File: src/rtl/edge_pkg.sv
// Shared types and default parameters for the multi-channel edge detector.
// Holds the per-channel edge mode encoding, the default parameter set and
// the helper that decides whether a level change counts as an edge.
package edge_pkg;

    typedef enum logic [1:0] {
        EDGE_OFF  = 2'b00,
        EDGE_RISE = 2'b01,
        EDGE_FALL = 2'b10,
        EDGE_BOTH = 2'b11
    } edge_mode_e;

    localparam int unsigned DEF_N_CH        = 4;
    localparam int unsigned DEF_SYNC_STAGES = 2;
    localparam int unsigned DEF_DEB_CYCLES  = 4;
    localparam int unsigned DEF_COUNT_W     = 8;
    localparam logic        DEF_RST_LEVEL   = 1'b1;

    // Debounce counter width; covers DEB_CYCLES up to 2^16-1.
    localparam int unsigned DEB_CNT_W = 16;

    // True when a change to new_level is an edge of interest for mode m.
    function automatic logic edge_qualifies(input edge_mode_e m, input logic new_level);
        logic q;
        q = 1'b0;
        case (m)
            EDGE_RISE: q = new_level;
            EDGE_FALL: q = ~new_level;
            EDGE_BOTH: q = 1'b1;
            default:   q = 1'b0;
        endcase
        return q;
    endfunction

endpackage

File: src/rtl/edge_ch.sv
// Single edge-detector channel: synchronizer, debounce filter, edge
// qualification, sticky pending flag and saturating edge counter.
// Ports:
//   clk, rst        clock, async active-low reset
//   din             raw asynchronous input
//   mode            edge mode (off / rise / fall / both), sampled with level
//   clr             one-cycle clear of pending and edge_cnt
//   level           debounced level (registered)
//   edge_pulse      one-cycle pulse on a qualifying edge (registered)
//   pending         sticky qualifying-edge flag (registered)
//   edge_cnt        saturating qualifying-edge count (registered)
module edge_ch
    import edge_pkg::*;
#(
    parameter int unsigned SYNC_STAGES = DEF_SYNC_STAGES,
    parameter int unsigned DEB_CYCLES  = DEF_DEB_CYCLES,
    parameter int unsigned COUNT_W     = DEF_COUNT_W,
    parameter logic        RST_LEVEL   = DEF_RST_LEVEL
) (
    input  logic               clk,
    input  logic               rst,
    input  logic               din,
    input  logic [1:0]         mode,
    input  logic               clr,
    output logic               level,
    output logic               edge_pulse,
    output logic               pending,
    output logic [COUNT_W-1:0] edge_cnt
);

    logic [SYNC_STAGES-1:0] sync_q;
    logic [DEB_CNT_W-1:0]   deb_cnt_q;
    logic [DEB_CNT_W-1:0]   deb_cnt_d;
    logic                   sync_out_c;
    logic                   level_d;
    logic                   change_c;
    logic                   qual_c;
    logic                   pending_d;
    logic [COUNT_W-1:0]     edge_cnt_d;

    // Synchronizer chain; only the last stage is used downstream.
    always_ff @(posedge clk or negedge rst) begin
        if (!rst) begin
            sync_q <= {SYNC_STAGES{RST_LEVEL}};
        end else begin
            sync_q <= {sync_q[SYNC_STAGES-2:0], din};
        end
    end

    // Debounce, qualification, pending and counter next-state.
    always_comb begin
        sync_out_c = sync_q[SYNC_STAGES-1];
        deb_cnt_d  = '0;
        level_d    = level;
        change_c   = 1'b0;
        qual_c     = 1'b0;
        pending_d  = pending;
        edge_cnt_d = edge_cnt;

        // Counter only advances while the synchronized value disagrees
        // with level; any agreeing cycle restarts the filter period.
        if (sync_out_c != level) begin
            if (deb_cnt_q == DEB_CNT_W'(DEB_CYCLES - 1)) begin
                change_c = 1'b1;
                level_d  = sync_out_c;
            end else begin
                deb_cnt_d = deb_cnt_q + DEB_CNT_W'(1);
            end
        end

        qual_c = change_c & edge_qualifies(edge_mode_e'(mode), sync_out_c);

        // Set wins over clear so a coincident edge is never lost.
        pending_d = qual_c | (pending & ~clr);

        if (clr) begin
            edge_cnt_d = qual_c ? COUNT_W'(1) : '0;
        end else if (qual_c && (edge_cnt != '1)) begin
            edge_cnt_d = edge_cnt + COUNT_W'(1);
        end
    end

    // Channel state registers.
    always_ff @(posedge clk or negedge rst) begin
        if (!rst) begin
            deb_cnt_q  <= '0;
            level      <= RST_LEVEL;
            edge_pulse <= 1'b0;
            pending    <= 1'b0;
            edge_cnt   <= '0;
        end else begin
            deb_cnt_q  <= deb_cnt_d;
            level      <= level_d;
            edge_pulse <= qual_c;
            pending    <= pending_d;
            edge_cnt   <= edge_cnt_d;
        end
    end

endmodule

File: src/rtl/multi_edge_detector.sv
// Multi-channel debounced edge detector with per-channel mode, sticky
// pending flags, saturating edge counters and a combined interrupt.
// Ports:
//   clk, rst        clock, async active-low reset
//   din[N_CH]       raw asynchronous inputs
//   mode[2*N_CH]    per-channel edge mode, channel i at [2i+1:2i]
//   clr[N_CH]       per-channel clear of pending and edge_cnt
//   irq_en[N_CH]    per-channel interrupt enable
//   level           debounced levels
//   edge_pulse      per-channel qualifying-edge pulses
//   pending         per-channel sticky flags
//   edge_cnt        packed per-channel edge counters
//   irq             registered OR of enabled pending flags
module multi_edge_detector
    import edge_pkg::*;
#(
    parameter int unsigned N_CH        = DEF_N_CH,
    parameter int unsigned SYNC_STAGES = DEF_SYNC_STAGES,
    parameter int unsigned DEB_CYCLES  = DEF_DEB_CYCLES,
    parameter int unsigned COUNT_W     = DEF_COUNT_W,
    parameter logic        RST_LEVEL   = DEF_RST_LEVEL
) (
    input  logic                    clk,
    input  logic                    rst,
    input  logic [N_CH-1:0]         din,
    input  logic [2*N_CH-1:0]       mode,
    input  logic [N_CH-1:0]         clr,
    input  logic [N_CH-1:0]         irq_en,
    output logic [N_CH-1:0]         level,
    output logic [N_CH-1:0]         edge_pulse,
    output logic [N_CH-1:0]         pending,
    output logic [N_CH*COUNT_W-1:0] edge_cnt,
    output logic                    irq
);

    // Independent channel instances.
    for (genvar i = 0; i < int'(N_CH); i++) begin : g_ch
        edge_ch #(
            .SYNC_STAGES (SYNC_STAGES),
            .DEB_CYCLES  (DEB_CYCLES),
            .COUNT_W     (COUNT_W),
            .RST_LEVEL   (RST_LEVEL)
        ) u_ch (
            .clk        (clk),
            .rst        (rst),
            .din        (din[i]),
            .mode       (mode[2*i+1:2*i]),
            .clr        (clr[i]),
            .level      (level[i]),
            .edge_pulse (edge_pulse[i]),
            .pending    (pending[i]),
            .edge_cnt   (edge_cnt[i*COUNT_W +: COUNT_W])
        );
    end

    // Interrupt follows registered pending one cycle later.
    always_ff @(posedge clk or negedge rst) begin
        if (!rst) begin
            irq <= 1'b0;
        end else begin
            irq <= |(pending & irq_en);
        end
    end

endmodule

File: config.mk
export PLATFORM = sky130hd
export DESIGN_NAME = multi_edge_detector
export DESIGN_NICKNAME = d
export VERILOG_FILES = /design/src/rtl/edge_pkg.sv /design/src/rtl/edge_ch.sv /design/src/rtl/multi_edge_detector.sv
export SDC_FILE = /design/constraint.sdc
export NUM_CORES = 1
export LEC_CHECK = 0
export CAP_MARGIN = 15
export CORE_MARGIN = 2
export CORE_UTILIZATION = 44
export CTS_BUF_LIST = sky130_fd_sc_hd__clkbuf_4
export DETAILED_ROUTE_END_ITERATION = 6
export MAX_ROUTING_LAYER = met4
export PLACE_DENSITY = 0.71
export SETUP_SLACK_MARGIN = 0.02
export SLEW_MARGIN = 20
export SYNTH_ARGS = -nofsm -noshare
export SYNTH_HDL_FRONTEND = slang
export SYNTH_HIERARCHICAL = 1
export SYNTH_SLANG_ARGS = --single-unit
File: constraint.sdc
create_clock -name clk -period 4.16 [get_ports clk]
set_input_delay 1.248 -clock clk [delete_from_list [all_inputs] [get_ports clk]]
set_output_delay 1.248 -clock clk [all_outputs]
set_load 0.02 [all_outputs]
==> flow_summary_export.csv, run 1 <==
group,metric,value,unit
flow_run,drv_cap,0,
cts,cts_max_level,4,
timing,fmax,342,MHz
cts,cts_sinks,117,
die,die_h,118,um
finish,diodes,0,
pwr,ir_drop,187,uV
logic_synthesis,synth_top_cell_area_share,0.458,
logic_synthesis,synth_top_area_cell,"dfrtp_1",
timing,finalHoldViolations,0,
worst_setup_path,cp_data_required_time,2.91,ns
cts,post-cts-setup-buffers,0,
die,die_area,14000,um2
worst_setup_path,critPathMaxFanout,4,
logic_synthesis,synthDistinctLibCells,34,
timing,setup-violations-final,0,
timing,hold_ws,0.362,ns
timing,tightestPinTransition,0.705,ns
logic_synthesis,synth_area,5730,um2
worst_setup_path,cp-start-kind,"flop",
worst_setup_path,reg2reg_from,"g_ch[2].u_ch/deb_cnt_q[0]$_DFF_PN0_",
cts,cts-resized-gates,0,
die,core,12700,um2
global_routing,antenna_found_initial,0,
finish,ff_latch_area,2940,um2
pwr,power_leakage,0.00277,uW
global_routing,grt_pass1_wl,19900,um
timing,fin_skew,0.0201,ns
cts,max-clock-path-buffers,2,
route,wire_per_inst,14.0,um
global_routing,grt_use_total,0.178,
global_routing,grt_pass1_vias,4252,
worst_setup_path,slowest_delay,0.61,ns
cts,cts.clk_slew.worst_paths,0.12,ns
logic_synthesis,yosys_warnings,6,
route,drc,0,
route,ant_nets,0,
logic_synthesis,synth_cells,556,
worst_setup_path,r2r-end,"g_ch[2].u_ch/edge_cnt[3]$_DFFE_PN0P_",
worst_setup_path,worst-path-buf-inv,1,
logic_synthesis,synth_edf_count,0,
route,dr.pass1.iters,5,
cts,cts_tree,"yes",
logic_synthesis,ys_seq_area_frac,0.513,
placement,io_buffers,66,
timing,rsz0062_at_grt,"false",
cts,cts-buffers-inserted,17,
finish,fillers,1173,
logic_synthesis,synth_common_cells,"105 x dfrtp_1, 80 x nor2_1, 40 x nand3_1",
die,ios,67,
worst_setup_path,worstPathArrival,1.68,ns
placement,hpwl,7850,um
logic_synthesis,async_flop_share,1.00,
logic_synthesis,postSynthAreaPerCell,10.3,um2
timing,max_slew_margin,0.530,
worst_setup_path,reg2reg_setup_slack,1.83,ns
worst_setup_path,reg2reg_depth,6,
pwr,powerDensity,402,nW/um2
cts,cts_hold_buf,0,
die,start_util,0.453,
worst_setup_path,cp_cell_sequence,"clkdlybuf4s50_1",
finish,final_layout_size_suffix_gt1_frac,0.151,
global_routing,grt_max_degree,64,
worst_setup_path,critical_path_depth,1,
placement,dp_cells,783,
worst_setup_path,critPathSlowestCell,"clkdlybuf4s50_1",
min_path,hold_class,"reg -> reg",
route,drt_wl_total,11400,um
die,rows,41,
finish,final_cell_area,6910,um2
logic_synthesis,mappedNetlistNets,586,
timing,fin_crit,2.93,ns
worst_setup_path,critical-path-top-delay-family,"buffers and inverters",
route,viasPerCell,5.30,
finish,multi_input_area,2640,um2
finish,layoutNonFillerInstCount,815,
timing,tns,0,ns
timing,finalCritPeriodShare,0.704,
placement,gp_congestion,0.833,
finish,fin_util,0.545,
worst_setup_path,path_class,"reg -> out",
timing,drv_slew,0,
status,status,"complete, no violations",
die,chipWidth,118,um
route,num_vias,4321,
worst_setup_path,worstSetupEndpointType,"output pin",
route,drtIter0Drc,244,
logic_synthesis,yosysMostFrequentCell,"dfrtp_1",
cts,cts_root_buf,"clkbuf_4",
logic_synthesis,synth-main-ff-cell,"dfrtp_1",
cts,clock_latency,0.51,ns
min_path,hold_depth,0,
min_path,hold_start,"g_ch[3].u_ch/sync_q[0]$_DFF_PN1_",
finish,finalNetCount,660,
placement,dpl_cell_area,6550,um2
finish,area_delta_synth_final,20.5,%
logic_synthesis,ys_top_cells_by_area,"dfrtp_1 46%, dfstp_2 5.5%, nor2_1 5.2%, xnor2_1 3.7%, xor2_1 3.7%",
logic_synthesis,ys_seq_elements,117,
min_path,hold_path_end,"g_ch[3].u_ch/sync_q[1]$_DFF_PN1_",
global_routing,overflow,0,
==> kinds of logic (layout without fill, tap and decap cells) <==
family,count (synthesis),after routing,share of synthesized area
AOI/OAI and AO/OA,74,74,0.0777
xor gates and xnor gates,48,48,0.0733
adders and majority gates,8,8,0.0175
buffers and inverters,36,123,0.0288
DFF,117,117,0.513
muxes,8,8,0.0148
and+or+nand+nor,265,265,0.275
==> metal layers <==
layer  track usage  vias to the layer above  routed length (um)
li1              -                     2111                   -
met4        0.0595                        0                  99
met1         0.218                     2123                5170
met2         0.281                       78                5680
met3        0.0555                        9                 449
met5             -                        -                   0
==> placed cells by master (no fill, tap or decap), drive strengths merged, types with 4 or more instances in the layout <==
cell type and instances:
dfrtp 105, inv 24, clkbuf 18, clkdlybuf4s50 65, and4 4, nor3b 4
and2b 8, and3 4, nand3b 4, clkinv 6, xnor2 24, nor4b 4
nand2 25, bufinv 5, nor3 16, xor2 24, ha 8, mux2i 4
a21oi 28, nor2 80, nor4 16, o21ai 36, dfstp 12, or2 4
or3 36, mux2 4, nand3 40, a22oi 6, nand4 20, o22ai 4
==> power breakdown <==
part	switching [uW]	leakage [uW]	internal, uW
Sequential	88.9	0.00158	1230
Combinational	281	0.00101	204
Clock	433	0.000175	540
Total	803	0.00277	1970
==> worst max-delay path by stage <==
stage / from / endpoint / slack [ns]
CTS: g_ch[3].u_ch/level$_DFFE_PN1P_ / level[3] / 1.15
global placement: mode[6] / g_ch[3].u_ch/edge_cnt[5]$_DFFE_PN0P_ / 1.28
global route: g_ch[3].u_ch/level$_DFFE_PN1P_ / level[3] / 1.11
detailed placement: mode[6] / g_ch[3].u_ch/edge_cnt[3]$_DFFE_PN0P_ / 1.25
floorplan: mode[0] / g_ch[0].u_ch/edge_cnt[5]$_DFFE_PN0P_ / 1.81
finish: g_ch[3].u_ch/level$_DFFE_PN1P_ / level[3] / 1.23
==> sequential cells by signal (all words and copies together) (netlist names) <==
signal	count
g_ch.u_ch/level	4
g_ch.u_ch/edge_cnt	32
g_ch.u_ch/deb_cnt_q	64
g_ch.u_ch/sync_q	8
irq	1
g_ch.u_ch/edge_pulse	4
g_ch.u_ch/pending	4
==> layout make-up <==
type / instances / share of cell area
inverter: 24 / 0.0130
clock inverter: 14 / 0.0302
multi-input combinational: 403 / 0.382
clock buffer: 18 / 0.0196
timing repair buffer: 67 / 0.0981
tap: 172 / 0.0311
sequential: 117 / 0.426
==> per-stage QoR <==
| step | setup slack (ns) | total power (uW) |
|---|---|---|
| after global routing | 1.11 | 2930 |
| after detailed placement | 1.25 | 1820 |
| after floorplan | 1.81 | 1640 |
| after global placement | 1.28 | 1810 |
| after CTS | 1.15 | 2810 |
| final | 1.23 | 2780 |
Note: power is estimated with default switching activity, not from simulation.
==> run 2: changes to the inputs <==
- clock period: 4.16 -> 2.79 ns (I/O delays scaled with it)
==> run 2 against run 1 <==
  * Global-route usage up 0.24 points
  * Critical endpoint is now pending[3]
  * Final cell count up 0.49%
  * First-iteration DRC count up 15%
  * Sequential cell count unchanged
  * Largest power group unchanged
  * Count of clock-buffer cells in the layout up 1
==> flow_summary_export.csv, run 2 (synthesized netlist as in run 1, its figures left out) <==
group,metric,value,unit
finish,final_layout_size_suffix_gt1_frac,0.148,
route,drc,0,
route,highest_layer,"met4",
worst_setup_path,path_class,"reg -> out",
timing,tns,0,ns
route,routed-wl-met3,515,um
flow_run,drv_cap,0,
global_routing,grt_max_degree,51,
timing,fin_crit,2.56,ns
cts,cts_hold_buf,0,
die,die_area,14000,um2
timing,rsz0062_at_grt,"false",
finish,area_delta_synth_final,18.9,%
die,start_util,0.453,
status,status,"complete, no violations",
cts,clock_latency,0.53,ns
finish,largest_reg_flops,64,
finish,multi_input_area,2630,um2
timing,finalHoldViolations,0,
worst_setup_path,critPathSlowestCell,"clkdlybuf4s50_1",
cts,max-clock-path-buffers,2,
finish,layoutNonFillerInstCount,819,
die,rows,41,
pwr,ir_drop,335,uV
worst_setup_path,worstPathArrival,1.72,ns
placement,hpwl,7780,um
min_path,hold_class,"in -> async",
worst_setup_path,critical-path-top-delay-family,"buffers and inverters",
route,dr.pass1.iters,4,
worst_setup_path,cp_data_required_time,1.95,ns
worst_setup_path,worst-path-buf-inv,1,
finish,finalNetCount,664,
cts,post-cts-setup-buffers,0,
route,drt_wl_total,11300,um
die,core,12700,um2
timing,finalCritPeriodShare,0.916,
finish,fillers,1136,
route,wire_per_inst,13.8,um
finish,max_flop_register,"g_ch.u_ch/deb_cnt_q",
worst_setup_path,critPathMaxFanout,3,
finish,diodes,0,
worst_setup_path,worstSetupEndpointType,"output pin",
global_routing,grt_pass1_vias,4334,
die,chipWidth,118,um
pwr,power_leakage,0.00274,uW
global_routing,overflow,0,
cts,cts_max_level,4,
global_routing,grt_pass1_wl,20200,um
cts,cts.clk_slew.worst_paths,0.10,ns
finish,top_regs,"g_ch.u_ch/deb_cnt_q: 64 flops, g_ch.u_ch/edge_cnt: 32 flops, g_ch.u_ch/sync_q: 8 flops",
worst_setup_path,cp-start-kind,"flop",
timing,tightestPinTransition,1.06,ns
cts,cts_root_buf,"clkbuf_4",
worst_setup_path,reg2reg_from,"g_ch[1].u_ch/deb_cnt_q[0]$_DFF_PN0_",
finish,ff_latch_area,2940,um2
placement,dp_cells,787,
timing,max_slew_margin,0.287,
route,num_vias,4351,
placement,io_buffers,66,
worst_setup_path,r2r-end,"g_ch[1].u_ch/edge_cnt[4]$_DFFE_PN0P_",
timing,drv_slew,0,
route,ant_nets,0,
cts,cts-resized-gates,0,
worst_setup_path,reg2reg_setup_slack,0.48,ns
finish,mostFrequentLayoutCells,"105 x dfrtp_1, 80 x nor2_1, 65 x clkdlybuf4s50_1, 40 x nand3_1",
timing,setup-violations-final,0,
global_routing,grt_use_total,0.181,
route,routed-wl-met2,5400,um
route,m1WireLength,5230,um
worst_setup_path,cp_cell_sequence,"clkdlybuf4s50_1",
timing,fmax,391,MHz
global_routing,antenna_found_initial,0,
placement,gp_congestion,0.847,
die,die_h,118,um
timing,fin_skew,0.0102,ns
pwr,powerDensity,551,nW/um2
route,drtIter0Drc,281,
cts,cts_tree,"yes",
worst_setup_path,reg2reg_depth,6,
cts,cts_sinks,117,
route,viasPerCell,5.31,
cts,cts-buffers-inserted,17,
worst_setup_path,slowest_delay,0.67,ns
die,ios,67,
finish,layout_commonest_cell,"dfrtp_1",
run 2: cell types whose count changed in the layout (fill, tap and decap cells not counted), sizes merged:
cell,before,now
buf,2,6
bufinv,5,1
clkbuf,18,19
clkinv,6,10
clkinvlp,3,2
run 2: how the worst max path moves through the flow:
stage | start | cells after the start | endpoint | slack [ns]
global route | g_ch[3].u_ch/pending$_DFF_PN0_ | 1 | pending[3] | 0.15
finish | g_ch[3].u_ch/pending$_DFF_PN0_ | 1 | pending[3] | 0.23
CTS | g_ch[3].u_ch/pending$_DFF_PN0_ | 1 | pending[3] | 0.18
global placement | mode[6] | 5 | g_ch[3].u_ch/edge_cnt[4]$_DFFE_PN0P_ | 0.30
detailed placement | mode[6] | 5 | g_ch[3].u_ch/edge_cnt[5]$_DFFE_PN0P_ | 0.29
floorplan | g_ch[0].u_ch/deb_cnt_q[0]$_DFF_PN0_ | 7 | g_ch[0].u_ch/edge_cnt[5]$_DFFE_PN0P_ | 0.69
run 2: final cells by class:
class / count / share of cell area
Inverter: 24 / 0.0132
Timing Repair Buffer: 71 / 0.104
Multi-Input combinational cell: 403 / 0.386
Clock buffer: 19 / 0.0209
Sequential cell: 117 / 0.431
Tap cell: 172 / 0.0316
Clock inverter: 13 / 0.0134
run 2: stage by stage:
| step | instance area, um2 | utilization | setup WS, ns | power [uW] | hold WS, ns |
|---|---|---|---|---|---|
| 2_1_floorplan | 5730 | - | 0.687 | 2440 | 0.345 |
| 3_3_place_gp | 6580 | 0.520 | 0.300 | 2710 | 0.347 |
| 3_5_place_dp | 6580 | 0.520 | 0.286 | 2740 | 0.347 |
| 4_1_cts | 6820 | 0.538 | 0.182 | 3810 | 0.242 |
| 5_1_grt | 6820 | 0.538 | 0.148 | 3990 | 0.264 |
| 6_report | 6820 | 0.538 | 0.233 | 3760 | 0.272 |
run 2: routing by layer:
layer	global-route usage	vias up
met5	-	-
met4	0.0685	0
met3	0.0521	17
met2	0.280	84
met1	0.225	2132
li1	-	2118
run 2: power by group:
| part | internal, uW | switching, uW |
|---|---|---|
| Clock | 439 | 613 |
| Combinational | 316 | 422 |
| Sequential | 1830 | 133 |
